$ cat src/rtl/uart_tx_arb.sv
// Packet-level round-robin arbiter feeding a single uart_tx byte port through a
// one-byte holding register, with an idle watchdog that reclaims stalled grants.
module uart_tx_arb #(
    parameter int unsigned NUM_REQ      = 2,
    parameter int unsigned IDLE_TIMEOUT = 27000
) (
    input  logic                 clk,
    input  logic                 rst_n,
    input  logic [NUM_REQ*8-1:0] req_data,
    input  logic [NUM_REQ-1:0]   req_valid,
    input  logic [NUM_REQ-1:0]   req_last,
    output logic [NUM_REQ-1:0]   req_ready,
    output logic [7:0]           tx_data,
    output logic                 tx_data_valid,
    input  logic                 tx_data_ready,
    output logic [NUM_REQ-1:0]   grant,
    output logic                 busy,
    output logic                 timeout
);

    typedef enum logic [1:0] {
        IDLE,
        XFER,
        DRAIN
    } state_t;

    state_t               state_q, state_d;
    logic [NUM_REQ-1:0]   grant_q, grant_d;
    logic [1:0]           ptr_q, ptr_d;
    logic [7:0]           hold_data_q, hold_data_d;
    logic                 hold_valid_q, hold_valid_d;
    logic                 hold_last_q, hold_last_d;
    logic [31:0]          wd_q, wd_d;
    logic                 timeout_q, timeout_d;

    logic [NUM_REQ-1:0]   pick;
    logic [1:0]           pick_idx;
    logic                 valid_g;
    logic                 last_g;
    logic [7:0]           data_g;
    logic                 accept;

    function automatic int unsigned rr_idx(input logic [1:0] p, input int unsigned k);
        return (32'(p) + k) % NUM_REQ;
    endfunction

    // First valid requester after the last owner, wrapping around.
    always_comb begin
        pick     = '0;
        pick_idx = ptr_q;
        for (int unsigned k = 1; k <= NUM_REQ; k++) begin
            if (pick == '0 && (req_valid & (NUM_REQ'(1) << rr_idx(ptr_q, k))) != '0) begin
                pick     = NUM_REQ'(1) << rr_idx(ptr_q, k);
                pick_idx = 2'(rr_idx(ptr_q, k));
            end
        end
    end

    always_comb begin
        data_g = '0;
        for (int unsigned i = 0; i < NUM_REQ; i++) begin
            data_g = data_g | (req_data[i*8 +: 8] & {8{|(grant_q & (NUM_REQ'(1) << i))}});
        end
    end

    assign valid_g = |(req_valid & grant_q);
    assign last_g  = |(req_last & grant_q);
    assign accept  = (state_q == XFER) && !hold_valid_q && valid_g;

    always_comb begin
        state_d      = state_q;
        grant_d      = grant_q;
        ptr_d        = ptr_q;
        hold_data_d  = hold_data_q;
        hold_valid_d = hold_valid_q;
        hold_last_d  = hold_last_q;
        wd_d         = wd_q;
        timeout_d    = 1'b0;

        case (state_q)
            IDLE: begin
                if (pick != '0) begin
                    grant_d = pick;
                    ptr_d   = pick_idx;
                    wd_d    = '0;
                    state_d = XFER;
                end
            end
            XFER: begin
                if (accept) begin
                    hold_data_d  = data_g;
                    hold_valid_d = 1'b1;
                    hold_last_d  = last_g;
                    wd_d         = '0;
                    if (last_g) state_d = DRAIN;
                end else if (!hold_valid_q && !valid_g) begin
                    // Fire on the cycle the count would reach the limit, so the
                    // revoke lands exactly IDLE_TIMEOUT idle cycles after emptying.
                    if (IDLE_TIMEOUT != 0 && (wd_q + 32'd1) >= IDLE_TIMEOUT) begin
                        grant_d   = '0;
                        state_d   = IDLE;
                        timeout_d = 1'b1;
                    end else begin
                        wd_d = wd_q + 32'd1;
                    end
                end
            end
            DRAIN: ;
            default: state_d = IDLE;
        endcase

        // Accept requires an empty hold register, so this never overlaps it.
        if (hold_valid_q && tx_data_ready) begin
            hold_valid_d = 1'b0;
            if (state_q == DRAIN && hold_last_q) begin
                grant_d = '0;
                state_d = IDLE;
            end
        end
    end

    always_ff @(posedge clk or negedge rst_n) begin
        if (!rst_n) begin
            state_q      <= IDLE;
            grant_q      <= '0;
            ptr_q        <= 2'(NUM_REQ - 1);
            hold_data_q  <= '0;
            hold_valid_q <= 1'b0;
            hold_last_q  <= 1'b0;
            wd_q         <= '0;
            timeout_q    <= 1'b0;
        end else begin
            state_q      <= state_d;
            grant_q      <= grant_d;
            ptr_q        <= ptr_d;
            hold_data_q  <= hold_data_d;
            hold_valid_q <= hold_valid_d;
            hold_last_q  <= hold_last_d;
            wd_q         <= wd_d;
            timeout_q    <= timeout_d;
        end
    end

    assign req_ready     = (state_q == XFER && !hold_valid_q) ? grant_q : '0;
    assign tx_data       = hold_data_q;
    assign tx_data_valid = hold_valid_q;
    assign grant         = grant_q;
    assign busy          = (state_q != IDLE);
    assign timeout       = timeout_q;

endmodule

$ cat config.mk
export PLATFORM = sky130hd
export DESIGN_NAME = uart_tx_arb
export DESIGN_NICKNAME = d
export VERILOG_FILES = /design/src/rtl/uart_tx_arb.sv
export SDC_FILE = /design/constraint.sdc
export NUM_CORES = 1
export LEC_CHECK = 0
export BUFFER_PORTS_ARGS = -buffer_cell sky130_fd_sc_hd__buf_2
export CORE_ASPECT_RATIO = 0.9
export CORE_MARGIN = 2
export CORE_UTILIZATION = 57
export DETAILED_ROUTE_END_ITERATION = 16
export GPL_TIMING_DRIVEN = 0
export PLACE_DENSITY = 0.8
export SKIP_LAST_GASP = 1
export SLEW_MARGIN = 20
export SYNTH_ARGS = -nofsm -noshare
export SYNTH_HDL_FRONTEND = slang
export SYNTH_SLANG_ARGS = --single-unit
$ cat constraint.sdc
create_clock -name clk -period 4.1 [get_ports clk]
set_input_delay 0.615 -clock clk [delete_from_list [all_inputs] [get_ports clk]]
set_output_delay 0.615 -clock clk [all_outputs]
set_load 0.05 [all_outputs]
Word level (Yosys, flattened, before mapping)
Index checks and enable logic that the tools add are counted.
{"block": "word_totals", "regBits": 48, "input_bits": 23, "output_inout_bits": 15}
{"block": "op_classes", "addsub": 3, "n_lt_le_gt_ge": 1, "n_eq_ne": 5, "shift": 2, "muxes": 32, "bitwise_logic": 7, "reduce_logical": 24}
{"cell": "two-way mux 32 bit", "n": 4}
{"cell": "case mux 32 bit (2 select lines)", "n": 1}
{"cell": "adder 32 x 1 -> 32 bit, second input constant", "n": 1}
{"cell": ">= comparator 32 x 15 -> 1 bit, second input constant", "n": 1}
{"cell": "two-way mux 2 bit", "n": 16}
{"cell": "AND 8 bit", "n": 2}
{"cell": "nonzero test 2 bit", "n": 8}
{"cell": "two-way mux 1 bit", "n": 9}
{"cell": "AND 2 bit", "n": 4}
{"cell": "bitwise OR 8 bit", "n": 1}
{"cell": "logical AND 1 bit", "n": 6}
{"cell": "case mux 2 bit (3 select lines)", "n": 1}
{"cell": "zero test 2 bit", "n": 2}
{"cell": "case mux 2 bit (2 select lines)", "n": 1}
{"cell": "AND reduction 2 bit", "n": 2}
{"cell": "AND reduction 4 bit", "n": 1}
{"cell": "OR reduction 2 bit", "n": 2}
{"cell": "left shift 1 x 1 -> 2 bit, first input constant", "n": 2}
{"cell": "!= test 3 x 2 -> 1 bit, second input constant", "n": 1}
{"cell": "!= test 3 bit, second input constant", "n": 1}
{"cell": "AND reduction 3 bit", "n": 1}
{"cell": "adder 1 bit, second input constant", "n": 2}
{"cell": "equality test 2 x 1 -> 1 bit, second input constant", "n": 1}
{"cell": "equality test 2 bit, second input constant", "n": 1}
{"cell": "2 further kinds", "n": 3}

Logic depth before layout (Yosys ltp)
Gate-level depths: netlist (run 1).
{"block": "depth", "word_depth": 13, "mapped_depth": 13, "depth_no_buf": 10}

Worst setup path before layout (run 1)
No wires, ideal clock.
{"block": "synth_timing", "path_kind": "reg2reg", "startpoint": "register wd_q[0]", "endpoint": "register wd_q[5]", "setup_time_ns": 0.095, "arrival_time_ns": 2.751, "path_slack_ns": 1.254, "stages_incl_launch_ff": 13, "n_path_buf": 2, "synth_period_minus_slack_ns": 2.846, "path_cell_list": "dfrtp_1 > ha_1 > nand3_2 > nor3_1 > mux2i_1 > a32oi_1 > a41o_1 > a21oi_2 > nand3_2 > or3_1 > buf_6 > buf_6 > o31ai_1"}
{"block": "synth_via", "elab_chain_len": 5}
{"item": "start: declaration", "line_no": "33", "source": "logic [31:0] wd_q, wd_d;"}
{"item": "start signal: assignment", "line_no": "139", "source": "wd_q <= wd_d;"}
{"item": "adder 32 x 1 -> 32 bit (*)", "line_no": "99, 104"}
{"item": "parallel branches: the longest is 4 deep, another holds >= comparator 32 x 15 -> 1 bit"}
Every way passes the cells marked *. The select of a mux whose other input is x is not followed.
A chain may end at the register's enable or synchronous reset.

Final worst setup path (run 1)
{"block": "layout_timing", "startpoint": "register wd_q[0]", "endpoint": "register wd_q[8]"}
The elaborated chain is that of the path after synthesis.

==> run summary, run 1 <==
Outcome = finished, final reports clean
Worst-margin pin slew = 860 ps
Final nets = 382
Setup violations, final = 0
Max_slew headroom = 42.2%
Initial Util = 58.4%
Placed Instances = 416
Final instance area = 3160 µm²
Post-synthesis mux area share = 1.47%
H-tree levels = 2
Reg power frac = 34.9%
Fin crit period = 3450 ps
Crit Path Category = register to register
CTS tree = yes
Met3 WL post-DR = 349 µm
Ys flop type = dfrtp_1
Chip Width = 77.9 µm
Met1 wire length = 2980 µm
Clk pin slew, worst setup/hold paths = 90 ps
Clock Power Share = 15.3%
Routability cong. = 0.917
Congestion Overflow GR = 0
Overall routing resource usage = 25.5%
Total CTS buffers = 5
DP HPWL = 4640 µm
Synthesized area per cell = 8.93 µm²
Simple-Gate Fraction of Synth Area = 29.9%
Number of vias in the routed layout = 2606
Synth top area share = 41.9%
Flip-flop and latch area = 1200 µm²
Fin crit share = 84.1%
Switching power = 905 µW
# DRC = 0
Die footprint = 5500 µm²
Post-synth top area cell = dfrtp_1
Worst-Skew Late Latency = 310 ps
Port bufs = 37
Synth-to-layout area growth = 12.7%
Hold_buf cts = 0
Synth Cell Area = 2800 µm²
Post-synthesis async set-or-reset flop share = 100%
Area after DPL = 3070 µm²
Max-slew violation count = 0
Post-Syn Instances = 314
Largest fanout on the critical path = 10
Final Core Density = 65.8%
Global-route wire length before repair = 11200 µm
CP required = 4310 ps
Setup TNS = 0 ps
Max Used Layer = met4
Fmax = 290 MHz
CP arrival = 3660 ps
Largest net degree at the start of global routing = 49
Clock Path Buffers = 2
Final wirelength = 6560 µm
Comb power frac = 49.8%
Post-synth EDFFs = 0
Post-Synth XOR/XNOR Area = 0.937%
Row count = 24
Leakage = 1.38 nW
Commonest cells post-synth = dfrtp_1 (47), nor2_1 (40), nand2_1 (21), o21ai_0 (21), and2_1 (18)
Most numerous cell in the Yosys netlist = dfrtp_1
Synthesis-stage register bit count = 48
Register area share after synthesis = 42.9%
Net Count, Synth = 338
Fillers = 386
Detail Route Antenna Nets = 0
TritonCTS Sinks = 48
Min-Delay Path Class = input port to async pin
Post-synthesis cell type count = 57
Antenna fix cells = 0
Initial antenna violation count = 0
Initial detailed-routing violation count = 220
Synth top area cells = dfrtp_1 (42%), nor2_1 (5.4%), and2_1 (4.0%)
Max Cap Viol = 0
Pint = 943 µW
Switching Fraction = 49.0%
Critical Path Sink Type = register
Clk root buf = clkbuf_8
RSZ-0062 raised after global routing = false
Pwr/cell area = 585 nW/µm²
Largest family of logic cells by synthesized area = simple AND/OR/NAND/NOR gates
CP startpoint kind = register
Post-CTS sizing = 0
Final Hold Viols = 0
Drt pass-1 iters = 4
Maximum VDD drop = 0.474 mV
I/O pin cnt = 38
Synth Warn # = 0
Tightest hold margin = 308 ps
Postcts setup bufs = 0
Via count of the first global-routing pass = 2413
Fin cells = 424
Layout cells sized above 1 = 19.5%
Adder-Cell Fraction of Synth Area = 0.446%
Die Ht = 70.5 µm
Synth Area in Compound Gates = 19.4%
Multi-input gate area = 1460 µm²
Core area = 4800 µm²
Vias per std cell = 6.15
Routed len/inst = 15.5 µm
Met2 Wirelength = 3130 µm
Clk_skew = 4.64 ps
metal layers:
metal,up-vias,track usage [%]
met5,-,0
met2,87,40.7
met1,1259,35.2
li1,1249,-
met3,11,4.72
met4,0,9.16
cell type report:
type | instances | area share, %
Buffer | 18 | 3.33
Clock buffer | 5 | 2.18
Clock inverter | 3 | 0.594
Inverter | 9 | 1.07
Multi-Input combinational cell | 239 | 46.3
Sequential cell | 48 | 38.0
Tap cell | 65 | 2.57
Timing Repair Buffer | 37 | 5.94
power by group through the flow:
stage	Combinational [mW]	Sequential, mW	Clock (mW)
global route	0.994	0.657	0.304
CTS	0.912	0.643	0.290
finish	0.920	0.646	0.282
global placement	0.886	0.648	0
detailed placement	0.911	0.651	0
floorplan	0.489	0.826	0
through the flow:
step / worst slack (ps) / power [mW]
2_1_floorplan: 1250 / 1.31
3_3_place_gp: 770 / 1.53
3_5_place_dp: 657 / 1.56
4_1_cts: 634 / 1.84
5_1_grt: 435 / 1.95
6_report: 653 / 1.85
final timing paths:
| check | slack (ps) | cells after the start | to | start |
|---|---|---|---|---|
| min in group clk | 510 | 2 | tx_data[7] | tx_data[7] |
| setup reg to reg | 650 | 12 | wd_q[8] | wd_q[0] |
| hold reg to reg | 510 | 2 | tx_data[7] | tx_data[7] |
| setup / recovery | 650 | 12 | wd_q[8] | wd_q[0] |
| hold / removal | 310 | 1 | timeout | rst_n |
| max in group asynchronous | 3390 | 1 | wd_q[15] | rst_n |
kinds of logic (layout without fill, tap and decap cells):
| logic type | after synthesis | after routing |
|---|---|---|
| compound gates | 80 | 80 |
| buf+inv | 27 | 72 |
| flops | 48 | 48 |
| mux | 4 | 4 |
| fa+ha+maj | 1 | 1 |
| xor+xnor | 3 | 3 |
| simple gates | 151 | 151 |
layout by cell type (no fill, tap or decap), types with 10 or more instances in the layout:
cell,count
nand3_1,10
o31ai_1,13
dfrtp_1,47
and2_1,18
o21ai_0,21
nand2_1,21
a21oi_1,11
buf_2,39
nor2_1,40
sequential cells by signal, indices dropped and copies added, names as in the netlist:
signal,flops
wd_q,32
timeout,1
tx_data_valid,1
ptr_q,1
grant,2
state_q,2
tx_data,8
hold_last_q,1
critical path, stage by stage, from the launching register on:
cell and delay [ps]:
dfrtp_1 450, ha_1 250, nand3_2 110, nor3_1 720, mux2i_1 280, a32oi_1 120
a41o_1 260, a21oi_2 180, nand3_2 110, or3_1 380, buf_6 150, buf_6 140
o31ai_1 210
Power figures use the tool's default switching activity.
==> run 2, diff against run 1 <==
--- a/config.mk
+++ b/config.mk
@@ -8,10 +8,10 @@
 export BUFFER_PORTS_ARGS = -buffer_cell sky130_fd_sc_hd__buf_2
 export CORE_ASPECT_RATIO = 0.9
 export CORE_MARGIN = 2
-export CORE_UTILIZATION = 57
+export CORE_UTILIZATION = 52
 export DETAILED_ROUTE_END_ITERATION = 16
 export GPL_TIMING_DRIVEN = 0
-export PLACE_DENSITY = 0.8
+export PLACE_DENSITY = 0.77
 export SKIP_LAST_GASP = 1
 export SLEW_MARGIN = 20
 export SYNTH_ARGS = -nofsm -noshare
==> constraint.sdc (replaced) <==
create_clock -name clk -period 3 [get_ports clk]
set_input_delay 0.45 -clock clk [delete_from_list [all_inputs] [get_ports clk]]
set_output_delay 0.45 -clock clk [all_outputs]
set_load 0.05 [all_outputs]
==> run 2 against run 1 <==
Worst setup slack worse by 630 ps. Hold slack worse by 170 ps. Critical path depth stayed put. Non-clock buffer count is 15 higher. Maximum frequency is 16% higher. Critical path type unchanged. Largest cell class unchanged. Highest routed layer unchanged.
==> run summary, run 2 (synthesized netlist as in run 1, its figures left out) <==
Max Cap Viol = 0 (unchanged)
Slowest cell delay on critical path = 600 ps (was 720 ps)
Critical Path Sink Type = register (unchanged)
I/O pin cnt = 38 (unchanged)
Crit path launch = wd_q[1] (was wd_q[0])
TritonCTS Sinks = 48 (unchanged)
Commonest non-fill, non-tap cell in the layout = nor2_1 (was dfrtp_1)
Detail Route Antenna Nets = 0 (unchanged)
Final Core Density = 68.6% (was 65.8%)
Most frequent cells in the layout = nor2_1 (40), dfrtp_1 (38), buf_2 (37), nand2_1 (21), and2_1 (18) (was dfrtp_1 (47), nor2_1 (40), buf_2 (39), nand2_1 (21), o21ai_0 (21))
Final nets = 397 (was 382)
Setup violations, final = 0 (unchanged)
Initial Util = 53.7% (was 58.4%)
Synth-to-layout area growth = 27.8% (was 12.7%)
Routability cong. = 0.867 (was 0.917)
Global-route wire length before repair = 11600 µm (was 11200 µm)
Clock Path Buffers = 2 (unchanged)
CP required = 3220 ps (was 4310 ps)
RSZ-0062 raised after global routing = true (was false)
Worst r2r src = wd_q[1] (was wd_q[0])
H-tree levels = 2 (unchanged)
Final Hold Viols = 0 (unchanged)
Final wirelength = 7440 µm (was 6560 µm)
Placed Instances = 418 (was 416)
Core area = 5220 µm² (was 4800 µm²)
Largest net degree at the start of global routing = 49 (unchanged)
Via count of the first global-routing pass = 2433 (was 2413)
Pwr/cell area = 790 nW/µm² (was 585 nW/µm²)
Largest fanout on the critical path = 7 (was 10)
CTS tree = yes (unchanged)
Met1 wire length = 3310 µm (was 2980 µm)
Crit-path most repeated cell = buf_6
Final instance area = 3580 µm² (was 3160 µm²)
CP arrival = 3200 ps (was 3660 ps)
Clk_skew = 12.7 ps (was 4.64 ps)
Fin crit share = 99.4% (was 84.1%)
Initial antenna violation count = 0 (unchanged)
Reg-to-reg endpoint = wd_q[5] (was wd_q[8])
DP HPWL = 4650 µm (was 4640 µm)
Clk pin slew, worst setup/hold paths = 100 ps (was 90 ps)
Layout cells sized above 1 = 33.2% (was 19.5%)
Fin cells = 441 (was 424)
Row count = 25 (was 24)
CP Capture Point = wd_q[5] (was wd_q[8])
CP max stage cell = or4_4 (was nor3_1)
Congestion Overflow GR = 0 (unchanged)
Hold_buf cts = 0 (unchanged)
Biggest register = wd_q (unchanged)
Initial detailed-routing violation count = 227 (was 220)
Leakage = 1.54 nW (was 1.38 nW)
Fin crit period = 2980 ps (was 3450 ps)
Die Ht = 73.7 µm (was 70.5 µm)
Max Used Layer = met4 (unchanged)
Min-Delay Path Class = input port to async pin (unchanged)
Vias per std cell = 6.24 (was 6.15)
Worst-Skew Late Latency = 310 ps (about the same)
Crit Path Category = register to register (unchanged)
CP startpoint kind = register (unchanged)
R2R Setup Slk = 20 ps (was 650 ps)
Chip Width = 81.4 µm (was 77.9 µm)
# DRC = 0 (unchanged)
Area after DPL = 3070 µm² (about the same)
Routed len/inst = 16.9 µm (was 15.5 µm)
Fillers = 406 (was 386)
Overall routing resource usage = 25.1% (was 25.5%)
Worst-margin pin slew = 617 ps (was 860 ps)
Die footprint = 6000 µm² (was 5500 µm²)
Antenna fix cells = 0 (unchanged)
R2R depth = 12 (unchanged)
Total CTS buffers = 5 (unchanged)
Drt pass-1 iters = 6 (was 4)
Max_slew headroom = 58.9% (was 42.2%)
Port bufs = 37 (unchanged)
Outcome = finished, final reports clean (unchanged)
Number of vias in the routed layout = 2752 (was 2606)
Met3 WL post-DR = 447 µm (was 349 µm)
Fmax = 335 MHz (was 290 MHz)
Max FFs per register = 32 (unchanged)
Max-slew violation count = 0 (unchanged)
Clk root buf = clkbuf_8 (unchanged)
Maximum VDD drop = 0.632 mV (was 0.474 mV)
Crit-path cells = buf_6 -> nand3_4 -> or4_4 -> nor4_4 -> or3_4 -> nand4_1 -> a21oi_2 -> nand3_2 -> or3_1 -> buf_6 -> buf_12 -> o31ai_4 (was ha_1 -> nand3_2 -> nor3_1 -> mux2i_1 -> a32oi_1 -> a41o_1 -> a21oi_2 -> nand3_2 -> or3_1 -> buf_6 -> buf_6 -> o31ai_1)
Met2 Wirelength = 3530 µm (was 3130 µm)
run 2: changes by cell type in the layout (fill, tap and decap cells not counted), sizes merged:
| cell | before | now |
|---|---|---|
| clkinvlp | 0 | 1 |
| clkinv | 3 | 0 |
| clkbuf | 14 | 16 |
| inv | 9 | 11 |
| buf | 46 | 59 |
run 2: worst max-delay path: cells and delay by family, from the launching register on:
family                 cells  cell delay, ps
AND/OR/NAND/NOR            7            1650
flip-flops                 1             420
AO/OA/AOI/OAI              2             390
buffers and inverters      3             420
run 2: worst min path at each step:
| stage | start | endpoint | slack [ps] | cells past startpoint |
|---|---|---|---|---|
| after floorplan | rst_n | grant[0] | 150 | 0 |
| after global placement | hold_last_q | hold_last_q | 490 | 1 |
| after detailed placement | tx_data[5] | tx_data[5] | 500 | 2 |
| after CTS | req_valid[0] | ptr_q[0] | 330 | 2 |
| after global routing | rst_n | wd_q[0] | 180 | 1 |
| final | rst_n | wd_q[0] | 140 | 1 |
run 2: per-stage QoR:
| step | setup TNS [ps] | hold WS [ps] | total power [mW] | setup slack [ps] |
|---|---|---|---|---|
| finish | 0 | 137 | 2.83 | 19.2 |
| global route | -454 | 184 | 2.99 | -81.1 |
| CTS | 0 | 334 | 2.62 | 1.86 |
| detailed placement | -11040 | 497 | 2.14 | -504 |
| global placement | -6450 | 489 | 2.10 | -338 |
| floorplan | 0 | 154 | 1.80 | 154 |
run 2: area by class of cell:
cell class                 count  area [µm²]  area share, %
multi-input combinational    239        1700           47.5
sequential                    48        1210           33.9
timing repair buffer          52         325           9.08
buffer                        18         133           3.70
tap                           67        83.8           2.34
clock buffer                   5        68.8           1.92
inverter                       9        33.8          0.943
clock inverter                 3        25.0          0.698
run 2: power by group:
| part | switching, mW | total [mW] | internal (mW) |
|---|---|---|---|
| Combinational | 1.02 | 1.52 | 0.500 |
| Sequential | 0.114 | 0.892 | 0.777 |
| Clock | 0.246 | 0.417 | 0.170 |
| Total | 1.38 | 2.83 | 1.45 |
run 2: per-layer routing:
layer  vias up  GRT usage (%)
met1      1336           33.6
met2       121           40.6
met3        17           5.16
met4         0           8.29
li1       1278              -
met5         -              0
run 2: repair_timing:
action,CTS,global route
cloned,0,1
setup endpoints to repair,34,32
buffers inserted,10,4
hold endpoints to repair,0,0
pin swaps,6,13
resized for setup,24,49
